==> config.mk <==
export PLATFORM = sky130hd
export DESIGN_NAME = reaction_timer_flat
export DESIGN_NICKNAME = d
export VERILOG_FILES = /design/src/rtl/reaction_timer_if.sv /design/src/rtl/reaction_timer.sv /design/src/flat_wrapper.sv
export SDC_FILE = /design/constraint.sdc
export NUM_CORES = 1
export LEC_CHECK = 0
export CORE_MARGIN = 5
export CORE_UTILIZATION = 64
export DETAILED_ROUTE_END_ITERATION = 7
export PLACE_DENSITY_LB_ADDON = 0.08
export SYNTH_ARGS = -nofsm -noshare
export SYNTH_HDL_FRONTEND = slang
export SYNTH_SLANG_ARGS = --single-unit
==> constraint.sdc <==
create_clock -name Clk -period 5.86 [get_ports Clk]
set_input_delay 1.465 -clock Clk [delete_from_list [all_inputs] [get_ports Clk]]
set_output_delay 1.465 -clock Clk [all_outputs]
set_load 0.03 [all_outputs]
==> src/rtl/reaction_timer_if.sv <==
// reaction_timer_if: player inputs and score/lamp outputs of the reaction timer
interface reaction_timer_if;
  logic       Start;
  logic       React;
  logic [3:0] S;
  logic [3:0] tS;
  logic [3:0] hS;
  logic [3:0] mS;
  logic       En_update;
  logic       Go;
  logic       Early;
  logic       Timeout;
  modport master (output Start, React, input S, tS, hS, mS, En_update, Go, Early, Timeout);
  modport slave  (input Start, React, output S, tS, hS, mS, En_update, Go, Early, Timeout);
endinterface

==> src/rtl/reaction_timer.sv <==
// reaction_timer: round controller with pseudo-random GO delay and BCD millisecond timer
module reaction_timer #(
  parameter int TICK_DIV     = 50000,
  parameter int MIN_DELAY_MS = 1000
) (
  input logic            Clk,
  input logic            Rst,
  reaction_timer_if.slave bus
);
  localparam int PW = $clog2(TICK_DIV);
  typedef enum logic [1:0] {IDLE, WAIT, TIMING, DONE} state_t;
  state_t        state;
  logic [15:0]   lfsr;
  logic [PW-1:0] presc;
  logic [13:0]   delay;
  logic          tick, m9, h9, t9, s9;
  assign tick = presc == PW'(TICK_DIV - 1);
  assign m9   = bus.mS == 4'd9;
  assign h9   = bus.hS == 4'd9;
  assign t9   = bus.tS == 4'd9;
  assign s9   = bus.S == 4'd9;
  always_ff @(posedge Clk or posedge Rst)
    if (Rst) begin
      state         <= IDLE;
      lfsr          <= 16'hACE1;
      presc         <= '0;
      delay         <= '0;
      bus.S         <= '0;
      bus.tS        <= '0;
      bus.hS        <= '0;
      bus.mS        <= '0;
      bus.En_update <= 1'b0;
      bus.Go        <= 1'b0;
      bus.Early     <= 1'b0;
      bus.Timeout   <= 1'b0;
    end else begin
      lfsr          <= {lfsr[14:0], lfsr[15] ^ lfsr[13] ^ lfsr[12] ^ lfsr[10]};
      presc         <= tick ? '0 : presc + 1'b1;
      bus.En_update <= 1'b0;
      case (state)
        IDLE, DONE:
          if (bus.Start) begin
            state       <= WAIT;
            delay       <= 14'(MIN_DELAY_MS) + 14'(lfsr[10:0]);
            presc       <= '0;
            bus.S       <= '0;
            bus.tS      <= '0;
            bus.hS      <= '0;
            bus.mS      <= '0;
            bus.Early   <= 1'b0;
            bus.Timeout <= 1'b0;
          end
        WAIT:
          if (bus.React) begin
            state     <= DONE;
            bus.Early <= 1'b1;
          end else if (tick) begin
            delay <= delay - 1'b1;
            if (delay == 14'd1) begin
              state  <= TIMING;
              bus.Go <= 1'b1;
              presc  <= '0;
            end
          end
        TIMING:
          // a React at 0000 would report the tracker's empty code, so it counts as a false start
          if (bus.React) begin
            state  <= DONE;
            bus.Go <= 1'b0;
            if ({bus.S, bus.tS, bus.hS, bus.mS} == 16'h0000) bus.Early <= 1'b1;
            else bus.En_update <= 1'b1;
          end else if (tick) begin
            if (s9 && t9 && h9 && m9) begin
              state       <= DONE;
              bus.Go      <= 1'b0;
              bus.Timeout <= 1'b1;
            end else begin
              bus.mS <= m9 ? 4'd0 : bus.mS + 4'd1;
              bus.hS <= m9 ? (h9 ? 4'd0 : bus.hS + 4'd1) : bus.hS;
              bus.tS <= (m9 && h9) ? (t9 ? 4'd0 : bus.tS + 4'd1) : bus.tS;
              bus.S  <= (m9 && h9 && t9) ? bus.S + 4'd1 : bus.S;
            end
          end
        default: state <= IDLE;
      endcase
    end
endmodule
==> src/flat_wrapper.sv <==
// flat-port wrapper written by rule: the top's interface ports become plain ports
module reaction_timer_flat 
#(
  parameter int TICK_DIV     = 50000,
  parameter int MIN_DELAY_MS = 1000
)
  (Clk, Rst, bus_Start, bus_React, bus_S, bus_tS, bus_hS, bus_mS, bus_En_update, bus_Go, bus_Early, bus_Timeout);
  reaction_timer_if bus_i ();
  input logic Clk;
  input logic Rst;
  input wire logic [$bits(bus_i.Start)-1:0] bus_Start;
  input wire logic [$bits(bus_i.React)-1:0] bus_React;
  output wire logic [$bits(bus_i.S)-1:0] bus_S;
  output wire logic [$bits(bus_i.tS)-1:0] bus_tS;
  output wire logic [$bits(bus_i.hS)-1:0] bus_hS;
  output wire logic [$bits(bus_i.mS)-1:0] bus_mS;
  output wire logic [$bits(bus_i.En_update)-1:0] bus_En_update;
  output wire logic [$bits(bus_i.Go)-1:0] bus_Go;
  output wire logic [$bits(bus_i.Early)-1:0] bus_Early;
  output wire logic [$bits(bus_i.Timeout)-1:0] bus_Timeout;
  assign bus_i.Start = bus_Start;
  assign bus_i.React = bus_React;
  assign bus_S = bus_i.S;
  assign bus_tS = bus_i.tS;
  assign bus_hS = bus_i.hS;
  assign bus_mS = bus_i.mS;
  assign bus_En_update = bus_i.En_update;
  assign bus_Go = bus_i.Go;
  assign bus_Early = bus_i.Early;
  assign bus_Timeout = bus_i.Timeout;
  reaction_timer #(.TICK_DIV(TICK_DIV), .MIN_DELAY_MS(MIN_DELAY_MS)) u_core (.Clk(Clk), .Rst(Rst), .bus(bus_i));
endmodule
* After elaboration in Yosys (flattened, before gate mapping)
Cells that the tools add are included.
** Word-level totals
- Input port bits :: 4
- Output and inout bits :: 20
- Register bits after elaboration :: 68
- Logic and storage cells :: 129
** Cells by class
- Eq/ne operators :: 27
- Muxes and demuxes :: 60
- Reductions and logical operators :: 20
- Bitwise gates (word level) :: 3
- $add $sub $neg :: 7
** Operators by type and width (number)
- 2-to-1 mux 16 bit :: 5
- 2-to-1 mux 4 bit :: 19
- 2-to-1 mux 14 bit :: 3
- one-hot mux 16 bit (2 select lines) :: 1
- one-hot mux 4 bit (2 select lines) :: 4
- one-hot mux 14 bit (2 select lines) :: 1
- AND reduction 6 bit :: 4
- adder 16 x 1 -> 16 bit (second input constant) :: 1
- adder 4 x 1 -> 4 bit (second input constant) :: 4
- equality test 16 bit (second input constant) :: 1
- equality test 4 bit (second input constant) :: 4
- logical NOT 16 bit :: 1
- 2-to-1 mux 1 bit :: 16
- != test 2 x 1 -> 1 bit (second input constant) :: 8
- AND reduction 5 bit :: 3
- equality test 14 x 1 -> 1 bit (second input constant) :: 1
- 2-to-1 mux 2 bit :: 7
- subtractor 14 x 1 -> 14 bit (second input constant) :: 1
- adder 10 x 11 -> 12 bit (first input constant) :: 1
- != test 2 bit (second input constant) :: 6
- != test 3 x 2 -> 1 bit (second input constant) :: 4
- AND reduction 4 bit :: 2
- one-hot mux 2 bit (3 select lines) :: 1
- nonzero test 2 bit :: 3
- other kinds (8) :: 16

* Longest topological paths before layout
Gate-level depths: netlist (run 1).
- Depth in word-level cells :: 8
- Mapped depth :: 8
- Gate-level depth less buffers :: 7

* Least setup slack after synthesis (run 1)
Ideal clock, no wire load.
- Path kind :: in2reg
- Start :: input bus_React
- End :: register u_core.bus.S[3]
- Path buffers :: 0
- Path slack :: 2.774 ns
- Cell stages on the path :: 5
- Required time :: 5.782 ns
- Data arrival time :: 3.009 ns
- Setup time :: 0.078 ns
- Cells stage by stage :: and2_1 > a2111oi_1 > nand4_1 > or4_1 > a21oi_1
** On the way
- Cells in the longest elaborated chain, start to end :: 2
** Ends and longest elaborated chain
- start, declared :: RTL line flat_wrapper.sv:12 : input wire logic [$bits(bus_i.React)-1:0] bus_React;
- != test 2 bit (no source line)
- AND reduction 6 bit (no source line)
- end signal, assigned :: RTL line reaction_timer.sv:81 : bus.S <= (m9 && h9 && t9) ? bus.S + 4'd1 : bus.S;
- end, declared :: RTL line reaction_timer_if.sv:14 : modport slave (input Start, React, output S, tS, hS, mS, En_update, Go, Early, Timeout);
No other way between the ends.
A chain may end at the register's enable or synchronous reset.

* Final worst setup path (run 1)
Same ends and word-level chain as after synthesis.

==> results of run 1 <==
## state kept, by name, summed over array words and instances, names as in the netlist
register              flops
u_core.lfsr              16
u_core.presc             16
u_core.delay             14
u_core.bus.S              4
u_core.bus.hS             4
u_core.bus.mS             4
u_core.bus.tS             4
u_core.state              2
u_core.bus.Early          1
u_core.bus.En_update      1
u_core.bus.Go             1
u_core.bus.Timeout        1
## kinds of logic (layout without fill, tap and decap cells)
group                    Yosys count  after routing
flip-flops                        68             68
adder cells (fa/ha/maj)           18             18
AND/OR/NAND/NOR                  142            142
XOR/XNOR                          25             25
AO/OA/AOI/OAI                     85             85
multiplexers                       4              4
buffers and inverters             33             65
## placed cells by master (no fill, tap or decap), types with 4 or more instances in the layout
cell type                         count
sky130_fd_sc_hd__dfrtp_1             60
sky130_fd_sc_hd__nor2_1              30
sky130_fd_sc_hd__nand2_1             28
sky130_fd_sc_hd__nand3_1             25
sky130_fd_sc_hd__clkdlybuf4s50_1     23
sky130_fd_sc_hd__inv_1               21
sky130_fd_sc_hd__o21ai_0             20
sky130_fd_sc_hd__ha_1                18
sky130_fd_sc_hd__a21oi_1             17
sky130_fd_sc_hd__xor2_1              16
sky130_fd_sc_hd__nor3_1              10
sky130_fd_sc_hd__clkbuf_8            10
sky130_fd_sc_hd__xnor2_1              9
sky130_fd_sc_hd__nand4_1              8
sky130_fd_sc_hd__dfstp_2              8
sky130_fd_sc_hd__nor4_1               7
sky130_fd_sc_hd__o31ai_1              7
sky130_fd_sc_hd__a31oi_1              6
sky130_fd_sc_hd__and3_1               5
sky130_fd_sc_hd__mux2i_1              4
sky130_fd_sc_hd__or4_1                4
sky130_fd_sc_hd__bufinv_16            4
sky130_fd_sc_hd__buf_4                4
## layer usage
metal  track usage (%)  wire (µm)  up-vias
li1                  -          -     1429
met2             40.85       4195      105
met4             10.79        187        0
met5                 0          0        -
met3             6.820        490       18
met1             31.63       3582     1466
## path summary, 6_finish.rpt
kind	end	from	slack, ns
setup reg to reg	u_core.bus.S[3]$_DFFE_PP0P_	u_core.state[0]$_DFFE_PP0P_	2.54
min in group asynchronous	u_core.presc[6]$_DFF_PP0_	Rst	1.69
hold / removal	u_core.lfsr[15]$_DFF_PP1_	u_core.lfsr[14]$_DFF_PP0_	0.36
setup / recovery	u_core.bus.S[3]$_DFFE_PP0P_	bus_React	1.73
hold reg to reg	u_core.lfsr[15]$_DFF_PP1_	u_core.lfsr[14]$_DFF_PP0_	0.36
max in group asynchronous	u_core.bus.Early$_DFFE_PP0P_	Rst	3.63
## critical path: stages
cell                              delay (ns)
sky130_fd_sc_hd__clkdlybuf4s50_1        0.63
sky130_fd_sc_hd__and2_1                 0.29
sky130_fd_sc_hd__a2111oi_1              0.74
sky130_fd_sc_hd__nand4_1                0.54
sky130_fd_sc_hd__or4_1                  0.61
sky130_fd_sc_hd__a21oi_1                0.15
## metrics by stage
step | hold WS [ns] | instances | setup WS (ns) | utilization (%)
final | 0.3648 | 479 | 1.725 | 76.52
after detailed placement | 0.3530 | 463 | 1.388 | 71.65
after floorplan | 0.3330 | 375 | 2.697 | -
after global routing | 0.3744 | 479 | 1.537 | 76.52
after CTS | 0.3648 | 479 | 1.798 | 76.52
after global placement | 0.3391 | 463 | 1.493 | 71.65
## power groups by stage
stage | Combinational, W | Clock, W | Sequential, W
6_report | 0.000834 | 0.000524 | 0.000640
5_1_grt | 0.000919 | 0.000558 | 0.000652
4_1_cts | 0.000829 | 0.000533 | 0.000637
3_5_place_dp | 0.000822 | 0 | 0.000643
3_3_place_gp | 0.000802 | 0 | 0.000642
2_1_floorplan | 0.000542 | 0 | 0.000684
## area by class of cell
cell class | instances | area [µm²] | area share [%]
Multi-Input combinational cell | 274 | 1849 | 43.36
Sequential cell | 68 | 1712 | 40.13
Timing Repair Buffer | 27 | 260.3 | 6.102
Clock buffer | 10 | 137.6 | 3.227
Clock inverter | 6 | 133.9 | 3.139
Tap cell | 72 | 90.09 | 2.112
Inverter | 22 | 82.58 | 1.936
==> run metrics, run 1 <==
share of the yosys chip area belonging to registers 46.34%; classification of the worst setup path in -> reg; input/output buffers 23; Cells on Worst Hold Path 0; number of nets with antenna violations after routing 0; fraction of layout cells with a size suffix above 1 8.845%; maximum clock insertion buffer count 2; share of total power consumed by net switching 40.55%; top cell types by occurrence after synthesis sky130_fd_sc_hd__dfrtp_1 (60), sky130_fd_sc_hd__nor2_1 (30), sky130_fd_sc_hd__nand2_1 (28); Chip Width 85.97 µm; Core ar. 0.005574 mm²; final total negative setup slack 0 ns; mean post-synth cell area 9.849 µm²; area share of and/or/nand/nor cells after synthesis 20.77%; power share of the combinational group 41.7%; share of the synthesized area in the top cell type 40.65%; Remaining Overflow, GRT 0; number of vias per cell 6.301; count of pins over their slew limit 0; hold_buf cts 0; per-cell routed wire length 17.65 µm; fill cell total of the finished layout 403; via count 3018; Detailed Routing Iterations Pass 1 5; slew at the pin closest to its max-slew limit 1.166 ns; count leader, synth sky130_fd_sc_hd__dfrtp_1; count of max-cap constraint violations 0; clock transition at the register clock pins on the worst setup and hold paths after CTS 0.08 ns; post-cts repair resize count 0; number of clock buffers inserted by TritonCTS 9; post-synthesis share of cell area spent on xor and xnor gates 5.928%; fin nets 424; Final Hold Viols 0; via count of the first global-routing pass 2999; data arrival time of the critical path 4.42 ns; Starting Density 66.26%; Post-Layout Inst Area 0.004265 mm²; switching pwr 0.0008104 W; share of cell area taken by muxes after synthesis 1.084%; antenna violations before repair 0; Flop pwr share 32.0%; overall global routing resource usage 25.19%; area of the mapped netlist 0.003694 mm²; clock period minus final worst setup slack 4.135 ns; initial detailed-routing violation count 248; Peak supply drop 0.2982 mV; Worst setup EP type register; r2r worst-path depth 7; fraction of power consumed by the clock network 26.2%; Yosys warnings 0; HPWL after detailed placement 5703 µm; internal cell power 0.001188 W; cell chosen for the clock root sky130_fd_sc_hd__clkbuf_8; type of the tightest min-delay check reg -> reg; share of the synthesized area in compound gates (AO/OA/AOI/OAI) 16.19%; FFs w/ async S/R, synth 100.0%; routability congestion estimate 0.9788; P per Cell Area 468.5 mW/mm²; count of antenna diodes in the layout 0; number of H-tree levels 3; data required time of the worst path 6.15 ns; crit path max fanout 12; nature of the critical path startpoint input pin; leakage power summed over all cells 1.784 nW; post-CTS setup-driven buffer insertion count 0; number of top-level design ports 24; number of register bits inferred by synthesis 68; Die Ht 85.97 µm; final period utilization 70.56%; dominant combinational cell family by area after synthesis simple AND/OR/NAND/NOR gates; number of enable flip-flop cells after synthesis 0; Setup violations, final 0; synth top area cells sky130_fd_sc_hd__dfrtp_1 (41%), sky130_fd_sc_hd__ha_1 (6.1%), sky130_fd_sc_hd__dfstp_2 (5.7%); source-to-sink clock delay at the later pin of the worst-skew pair 0.36 ns; Synth cell types 58; area enclosed by the die boundary 0.007391 mm²; count of standard-cell rows 27; Sink Count 68; cell area after placement 0.003994 mm²; synthesized instance count 375; cell taking the most area after synthesis sky130_fd_sc_hd__dfrtp_1; setup repair after global routing missed its margin no; total wire length after detailed routing 8455 µm; worst slew margin relative to its limit 21.57%; first-pass GRT wire length 14500 µm; post-synthesis to final-layout area growth 15.48%; maximum number of pins on one net before global-route repair 69; result of the run finished clean; Total Power 0.001998 W; adder and majority gate portion of the synthesized area 6.098%; Post-Syn Nets 397; Worst Clk Skew 0.01147 ns; Synth Flop Type sky130_fd_sc_hd__dfrtp_1; Fmax 241.9 MHz; detailed-route DRC error count 0; CTS tree built
No activity file was read; power rests on OpenSTA's default activity.
==> run 2, diff against run 1 <==
--- a/config.mk
+++ b/config.mk
@@ -6,7 +6,7 @@
 export NUM_CORES = 1
 export LEC_CHECK = 0
 export CORE_MARGIN = 5
-export CORE_UTILIZATION = 64
+export CORE_UTILIZATION = 59
 export DETAILED_ROUTE_END_ITERATION = 7
 export PLACE_DENSITY_LB_ADDON = 0.08
 export SYNTH_ARGS = -nofsm -noshare
==> constraint.sdc (replaced) <==
create_clock -name Clk -period 4 [get_ports Clk]
set_input_delay 1 -clock Clk [delete_from_list [all_inputs] [get_ports Clk]]
set_output_delay 1 -clock Clk [all_outputs]
set_load 0.03 [all_outputs]
==> run 2 against run 1 <==
  * Flip-flop and latch count unchanged
  * Clock power grew 17%
  * Sequential power rose by 46%
  * First-iteration DRC count increased by 5.2%
  * Core utilization fell by 5.5 points
==> run metrics, run 2 (synthesis results as in run 1) <==
result of the run finished clean (unchanged); data required time of the worst path 4.26 ns (was 6.15 ns); post-synthesis to final-layout area growth 15.24% (was 15.48%); routability congestion estimate 0.8608 (was 0.9788); Sink Count 68 (unchanged); clock period minus final worst setup slack 2.810 ns; worst setup path startpoint u_core.state[0]$_DFFE_PP0P_ (was bus_React); number of top-level design ports 24 (unchanged); total wire length after detailed routing 8355 µm (was 8455 µm); number of H-tree levels 3 (unchanged); top library cells by usage in the layout, fill and taps aside sky130_fd_sc_hd__dfrtp_1 (60), sky130_fd_sc_hd__nor2_1 (30), sky130_fd_sc_hd__nand2_1 (28), sky130_fd_sc_hd__nand3_1 (25), sky130_fd_sc_hd__clkdlybuf4s50_1 (23) (unchanged); initial detailed-routing violation count 261 (was 248); number of clock buffers inserted by TritonCTS 9 (unchanged); count of antenna diodes in the layout 0 (unchanged); fraction of layout cells with a size suffix above 1 9.951% (was 8.845%); power share of the combinational group 44.7% (was 41.7%); Die Ht 89.12 µm (was 85.97 µm); source-to-sink clock delay at the later pin of the worst-skew pair 0.34 ns (was 0.36 ns); count of standard-cell rows 28 (was 27); P per Cell Area 659.7 mW/mm² (was 468.5 mW/mm²); via count of the first global-routing pass 2877 (was 2999); fin nets 429 (was 424); count of pins over their slew limit 0 (unchanged); fraction of power consumed by the clock network 21.9% (was 26.2%); number of vias per cell 6.281 (was 6.301); count of max-cap constraint violations 0 (unchanged); overall global routing resource usage 23.55% (was 25.19%); CTS tree built (unchanged); worst slew margin relative to its limit 28.90% (was 21.57%); crit path max fanout 16 (was 12); registers with the most flip-flops u_core.lfsr: 16 flops, u_core.presc: 16 flops, u_core.delay: 14 flops (unchanged); via count 3059 (was 3018); setup repair after global routing missed its margin no (unchanged); per-cell routed wire length 17.16 µm (was 17.65 µm); Flop pwr share 33.4% (was 32.0%); data arrival time of the critical path 3.07 ns (was 4.42 ns); Chip Width 89.12 µm (was 85.97 µm); leakage power summed over all cells 1.776 nW (was 1.784 nW); post-cts repair resize count 0 (unchanged); worst r2r dst u_core.bus.S[3]$_DFFE_PP0P_ (unchanged); Starting Density 61.65% (was 66.26%); HPWL after detailed placement 5995 µm (was 5703 µm); r2r worst-path depth 8 (was 7); internal cell power 0.001623 W (was 0.001188 W); area enclosed by the die boundary 0.007942 mm² (was 0.007391 mm²); hold_buf cts 0 (unchanged); Setup violations, final 0 (unchanged); antenna violations before repair 0 (unchanged); classification of the worst setup path reg -> reg (was in -> reg); Peak supply drop 0.5732 mV (was 0.2982 mV); reg2reg setup slack 1.19 ns (was 2.54 ns); maximum number of pins on one net before global-route repair 30 (was 69); share of total power consumed by net switching 42.20% (was 40.55%); final total negative setup slack 0 ns (unchanged); maximum clock insertion buffer count 2 (unchanged); Fmax 355.9 MHz; post-CTS setup-driven buffer insertion count 0 (unchanged); number of nets with antenna violations after routing 0 (unchanged); switching pwr 0.001185 W (was 0.0008104 W); Hold Path End u_core.lfsr[15]$_DFF_PP1_ (unchanged); DP Cell Count 471 (was 463); type of the tightest min-delay check reg -> reg (unchanged); Cells on Worst Hold Path 0 (unchanged); hold_sp u_core.lfsr[14]$_DFF_PP0_ (unchanged); detailed-route DRC error count 0 (unchanged); input/output buffers 23 (unchanged); worst hold margin 0.3570 ns (was 0.3648 ns); slew at the pin closest to its max-slew limit 1.057 ns (was 1.166 ns); Worst setup EP type register (unchanged); Final Hold Viols 0 (unchanged); Final Non-Filler Cells 487 (was 479); cell chosen for the clock root sky130_fd_sc_hd__clkbuf_8 (unchanged); reg-to-reg startpoint u_core.state[0]$_DFFE_PP0P_ (unchanged); final period utilization 70.25%; Detailed Routing Iterations Pass 1 5 (unchanged); Core ar. 0.005991 mm² (was 0.005574 mm²); clock transition at the register clock pins on the worst setup and hold paths after CTS 0.07 ns (was 0.08 ns); nature of the critical path startpoint register (was input pin); most common cell after layout, fill and taps aside sky130_fd_sc_hd__dfrtp_1 (unchanged); first-pass GRT wire length 14170 µm (was 14500 µm); Worst Clk Skew 0.01262 ns (was 0.01147 ns); Remaining Overflow, GRT 0 (unchanged)
## run 2: layer usage
metal  GRT usage [%]  part of all wire (%)
met1           32.32                    45
met2           36.50                    48
met3           5.438                   5.4
met4           8.931                   1.2
met5               0                     0
## run 2: power groups by stage
stage / combinational (W) / clock [W] / sequential [W]
final: 0.00126 / 0.000615 / 0.000937
after global routing: 0.00138 / 0.000662 / 0.000956
after CTS: 0.00125 / 0.000625 / 0.000935
after detailed placement: 0.00125 / 0 / 0.000947
after global placement: 0.00122 / 0 / 0.000943
after floorplan: 0.000794 / 0 / 0.00100
## run 2: worst max path at each step
stage | to | slack, ns
after floorplan | u_core.bus.Early$_DFFE_PP0P_ | 1.30
after global placement | u_core.bus.S[3]$_DFFE_PP0P_ | 0.93
after detailed placement | u_core.bus.S[3]$_DFFE_PP0P_ | 0.87
after CTS | u_core.bus.S[3]$_DFFE_PP0P_ | 1.20
after global routing | u_core.bus.S[3]$_DFFE_PP0P_ | 0.96
final | u_core.bus.S[3]$_DFFE_PP0P_ | 1.19
## run 2: layout make-up
type,count,area (µm²)
clock buffer,10,127.6
clock inverter,6,88.84
fill,461,1734
inverter,22,82.58
multi-input combinational,274,1854
sequential,68,1712
tap,75,93.84
timing repair buffer,32,297.8
## run 2: critical path: stages (launching register included)
cell and delay [ns]:
sky130_fd_sc_hd__dfrtp_1 0.41, sky130_fd_sc_hd__inv_1 0.08, sky130_fd_sc_hd__ha_1 0.59, sky130_fd_sc_hd__nor2_1 0.22
sky130_fd_sc_hd__a2111oi_1 0.36, sky130_fd_sc_hd__buf_4 0.20, sky130_fd_sc_hd__nand4_1 0.18, sky130_fd_sc_hd__or4_1 0.54
sky130_fd_sc_hd__a21oi_1 0.15
## run 2: stage by stage
stage                     setup slack (ns)  util [%]  area, µm²  total power (W)
after detailed placement            0.8690     67.44       4040         0.002194
after floorplan                      1.302         -       3694         0.001797
after CTS                            1.202     71.05       4257         0.002814
after global placement              0.9298     67.44       4040         0.002163
final                                1.190     71.05       4257         0.002808
after global routing                0.9596     71.05       4257         0.002999
==> run 3, diff against run 2 <==
--- a/config.mk
+++ b/config.mk
@@ -6,7 +6,7 @@
 export NUM_CORES = 1
 export LEC_CHECK = 0
 export CORE_MARGIN = 5
-export CORE_UTILIZATION = 59
+export CORE_UTILIZATION = 53
 export DETAILED_ROUTE_END_ITERATION = 7
 export PLACE_DENSITY_LB_ADDON = 0.08
 export SYNTH_ARGS = -nofsm -noshare
==> constraint.sdc (replaced) <==
create_clock -name Clk -period 2.5 [get_ports Clk]
set_input_delay 0.625 -clock Clk [delete_from_list [all_inputs] [get_ports Clk]]
set_output_delay 0.625 -clock Clk [all_outputs]
set_load 0.03 [all_outputs]
==> run 3 against run 2 <==
  * Clock skew fell by 0.0058 ns
  * Core utilization fell by 5.3 points
  * Clock power rose by 45%
  * Die area rose by 10%
  * Via count rose by 0.46%
  * Combinational power rose by 80%
  * Register-to-register slack got worse by 1.1 ns
==> run metrics, run 3 (synthesis results as in run 1) <==
Detailed Routing Iterations Pass 1 6 (was 5); per-cell routed wire length 16.13 µm (was 17.16 µm); highest-delay cell along the critical path sky130_fd_sc_hd__or4_4 (was sky130_fd_sc_hd__ha_1); final total negative setup slack 0 ns (unchanged); Flop pwr share 32.2% (was 33.4%); number of H-tree levels 3 (unchanged); first-pass GRT wire length 14300 µm (was 14170 µm); Chip Width 93.48 µm (was 89.12 µm); Worst Clk Skew 0.006795 ns (was 0.01262 ns); final period utilization 95.97% (was 70.25%); Core ar. 0.006794 mm² (was 0.005991 mm²); crit path max fanout 12 (was 16); most common cell after layout, fill and taps aside sky130_fd_sc_hd__dfrtp_1 (unchanged); maximum clock insertion buffer count 2 (unchanged); worst slew margin relative to its limit 26.98% (was 28.90%); Peak supply drop 0.5657 mV (was 0.5732 mV); final standard cell utilization of the core 65.78% (was 71.05%); overall global routing resource usage 20.83% (was 23.55%); Slowest Stage Delay on Critical Path 0.66 ns (was 0.59 ns); cell chosen for the clock root sky130_fd_sc_hd__clkbuf_8 (unchanged); via count 3073 (was 3059); share of total power consumed by net switching 41.16% (was 42.20%); Sink Count 68 (unchanged); post-synthesis to final-layout area growth 21.00% (was 15.24%); count of pins over their slew limit 0 (unchanged); CTS tree built (unchanged); power share of the combinational group 48.6% (was 44.7%); hold_buf cts 0 (unchanged); input/output buffers 23 (unchanged); Worst setup EP type register (unchanged); Total Power 0.004667 W (was 0.002808 W); count of max-cap constraint violations 0 (unchanged); number of nets with antenna violations after routing 0 (unchanged); fraction of power consumed by the clock network 19.2% (was 21.9%); cell area after placement 0.004264 mm² (was 0.004040 mm²); area enclosed by the die boundary 0.008739 mm² (was 0.007942 mm²); Die Ht 93.48 µm (was 89.12 µm); count of antenna diodes in the layout 0 (unchanged); number of clock buffers inserted by TritonCTS 9 (unchanged); maximum number of pins on one net before global-route repair 29 (was 30); source-to-sink clock delay at the later pin of the worst-skew pair 0.34 ns (about the same); number of vias per cell 5.787 (was 6.281); count of standard-cell rows 30 (was 28); registers with the most flip-flops u_core.lfsr: 16 flops, u_core.presc: 16 flops, u_core.delay: 14 flops (unchanged); total wire length after detailed routing 8565 µm (was 8355 µm); type of the tightest min-delay check reg -> reg (unchanged); internal cell power 0.002746 W (was 0.001623 W); Fmax 416.8 MHz (was 355.9 MHz); data arrival time of the critical path 2.64 ns (was 3.07 ns); Starting Density 54.36% (was 61.65%); antenna violations before repair 0 (unchanged); detailed-route DRC error count 0 (unchanged); fin nets 452 (was 429); Final Hold Viols 0 (unchanged); routability congestion estimate 0.8378 (was 0.8608); classification of the worst setup path reg -> reg (unchanged); clock period minus final worst setup slack 2.399 ns (was 2.810 ns); setup repair after global routing missed its margin no (unchanged); number of top-level design ports 24 (unchanged); Remaining Overflow, GRT 0 (unchanged); via count of the first global-routing pass 3014 (was 2877); nature of the critical path startpoint register (unchanged); worst hold margin 0.3580 ns (was 0.3570 ns); initial detailed-routing violation count 175 (was 261); HPWL after detailed placement 6276 µm (was 5995 µm); result of the run finished clean (unchanged); leakage power summed over all cells 1.899 nW (was 1.776 nW); clock transition at the register clock pins on the worst setup and hold paths after CTS 0.07 ns (about the same); Setup violations, final 0 (unchanged); cell-by-cell trace of the critical path or4b_4 -> or4_4 -> o21ai_1 -> a31oi_1 -> a311oi_1 (was inv_1 -> ha_1 -> nor2_1 -> a2111oi_1 -> buf_4 -> nand4_1 -> or4_1 -> a21oi_1); top library cells by usage in the layout, fill and taps aside sky130_fd_sc_hd__dfrtp_1 (60), sky130_fd_sc_hd__nor2_1 (30), sky130_fd_sc_hd__buf_4 (30), sky130_fd_sc_hd__nand2_1 (28), sky130_fd_sc_hd__nand3_1 (25) (was sky130_fd_sc_hd__dfrtp_1 (60), sky130_fd_sc_hd__nor2_1 (30), sky130_fd_sc_hd__nand2_1 (28), sky130_fd_sc_hd__nand3_1 (25), sky130_fd_sc_hd__clkdlybuf4s50_1 (23)); P per Cell Area 1044 mW/mm² (was 659.7 mW/mm²); data required time of the worst path 2.74 ns (was 4.26 ns); fraction of layout cells with a size suffix above 1 14.94% (was 9.951%); Post-Layout Inst Area 0.004469 mm² (was 0.004257 mm²); switching pwr 0.001921 W (was 0.001185 W); post-CTS setup-driven buffer insertion count 0 (unchanged); slew at the pin closest to its max-slew limit 1.089 ns (was 1.057 ns)
## run 3: metal layers
| layer | vias to the layer above | GRT usage, % | share of wire [%] |
|---|---|---|---|
| met1 | 1510 | 26.45 | 45 |
| met5 | - | 0 | 0 |
| met3 | 7 | 5.229 | 3.6 |
| met4 | 0 | 5.495 | 0.79 |
| met2 | 62 | 35.32 | 51 |
| li1 | 1494 | - | - |
## run 3: metrics by stage
| stage | std cells | setup WS [ns] |
|---|---|---|
| after CTS | 531 | 0.01223 |
| after global placement | 515 | -0.1515 |
| final | 531 | 0.1008 |
| after detailed placement | 515 | -0.1545 |
| after floorplan | 375 | 0.1277 |
| after global routing | 531 | 0.03886 |
## run 3: power groups by stage
| stage | clock, W | combinational, W | sequential [W] |
|---|---|---|---|
| 2_1_floorplan | 0 | 0.00127 | 0.00160 |
| 3_3_place_gp | 0 | 0.00221 | 0.00151 |
| 3_5_place_dp | 0 | 0.00225 | 0.00151 |
| 4_1_cts | 0.000917 | 0.00226 | 0.00150 |
| 5_1_grt | 0.000965 | 0.00250 | 0.00153 |
| 6_report | 0.000894 | 0.00227 | 0.00150 |
## run 3: final timing paths
check	start	end	slack, ns	depth (start not counted)
worst max-delay path	u_core.presc[7]$_DFF_PP0_	u_core.delay[8]$_DFFE_PP0P_	0.10	5
min in group asynchronous	Rst	u_core.presc[1]$_DFF_PP0_	0.62	2
max in group asynchronous	Rst	u_core.lfsr[11]$_DFF_PP1_	1.31	3
worst min register to register	u_core.lfsr[14]$_DFF_PP0_	u_core.lfsr[15]$_DFF_PP1_	0.36	0
worst min-delay path	u_core.lfsr[14]$_DFF_PP0_	u_core.lfsr[15]$_DFF_PP1_	0.36	0
worst max register to register	u_core.presc[7]$_DFF_PP0_	u_core.delay[8]$_DFFE_PP0P_	0.10	5
## run 3: repair_timing
action	in CTS	in global routing
gates resized for setup	0	3
setup endpoints to repair	0	4
endpoints found under the hold margin	0	0
## run 3: layout make-up
class	count	area, µm²
Tap cell	96	120.1
Clock buffer	12	145.1
Sequential cell	68	1712
Inverter	22	82.58
Fill cell	533	2325
Clock inverter	4	48.80
Timing Repair Buffer	55	495.5
Multi-Input combinational cell	274	1866
## run 3: critical path: cells and delay by family (launching register included)
kind,cells,cell delay (ns)
AO/OA/AOI/OAI,3,0.63
AND/OR/NAND/NOR,2,1.24
flip-flops,1,0.42
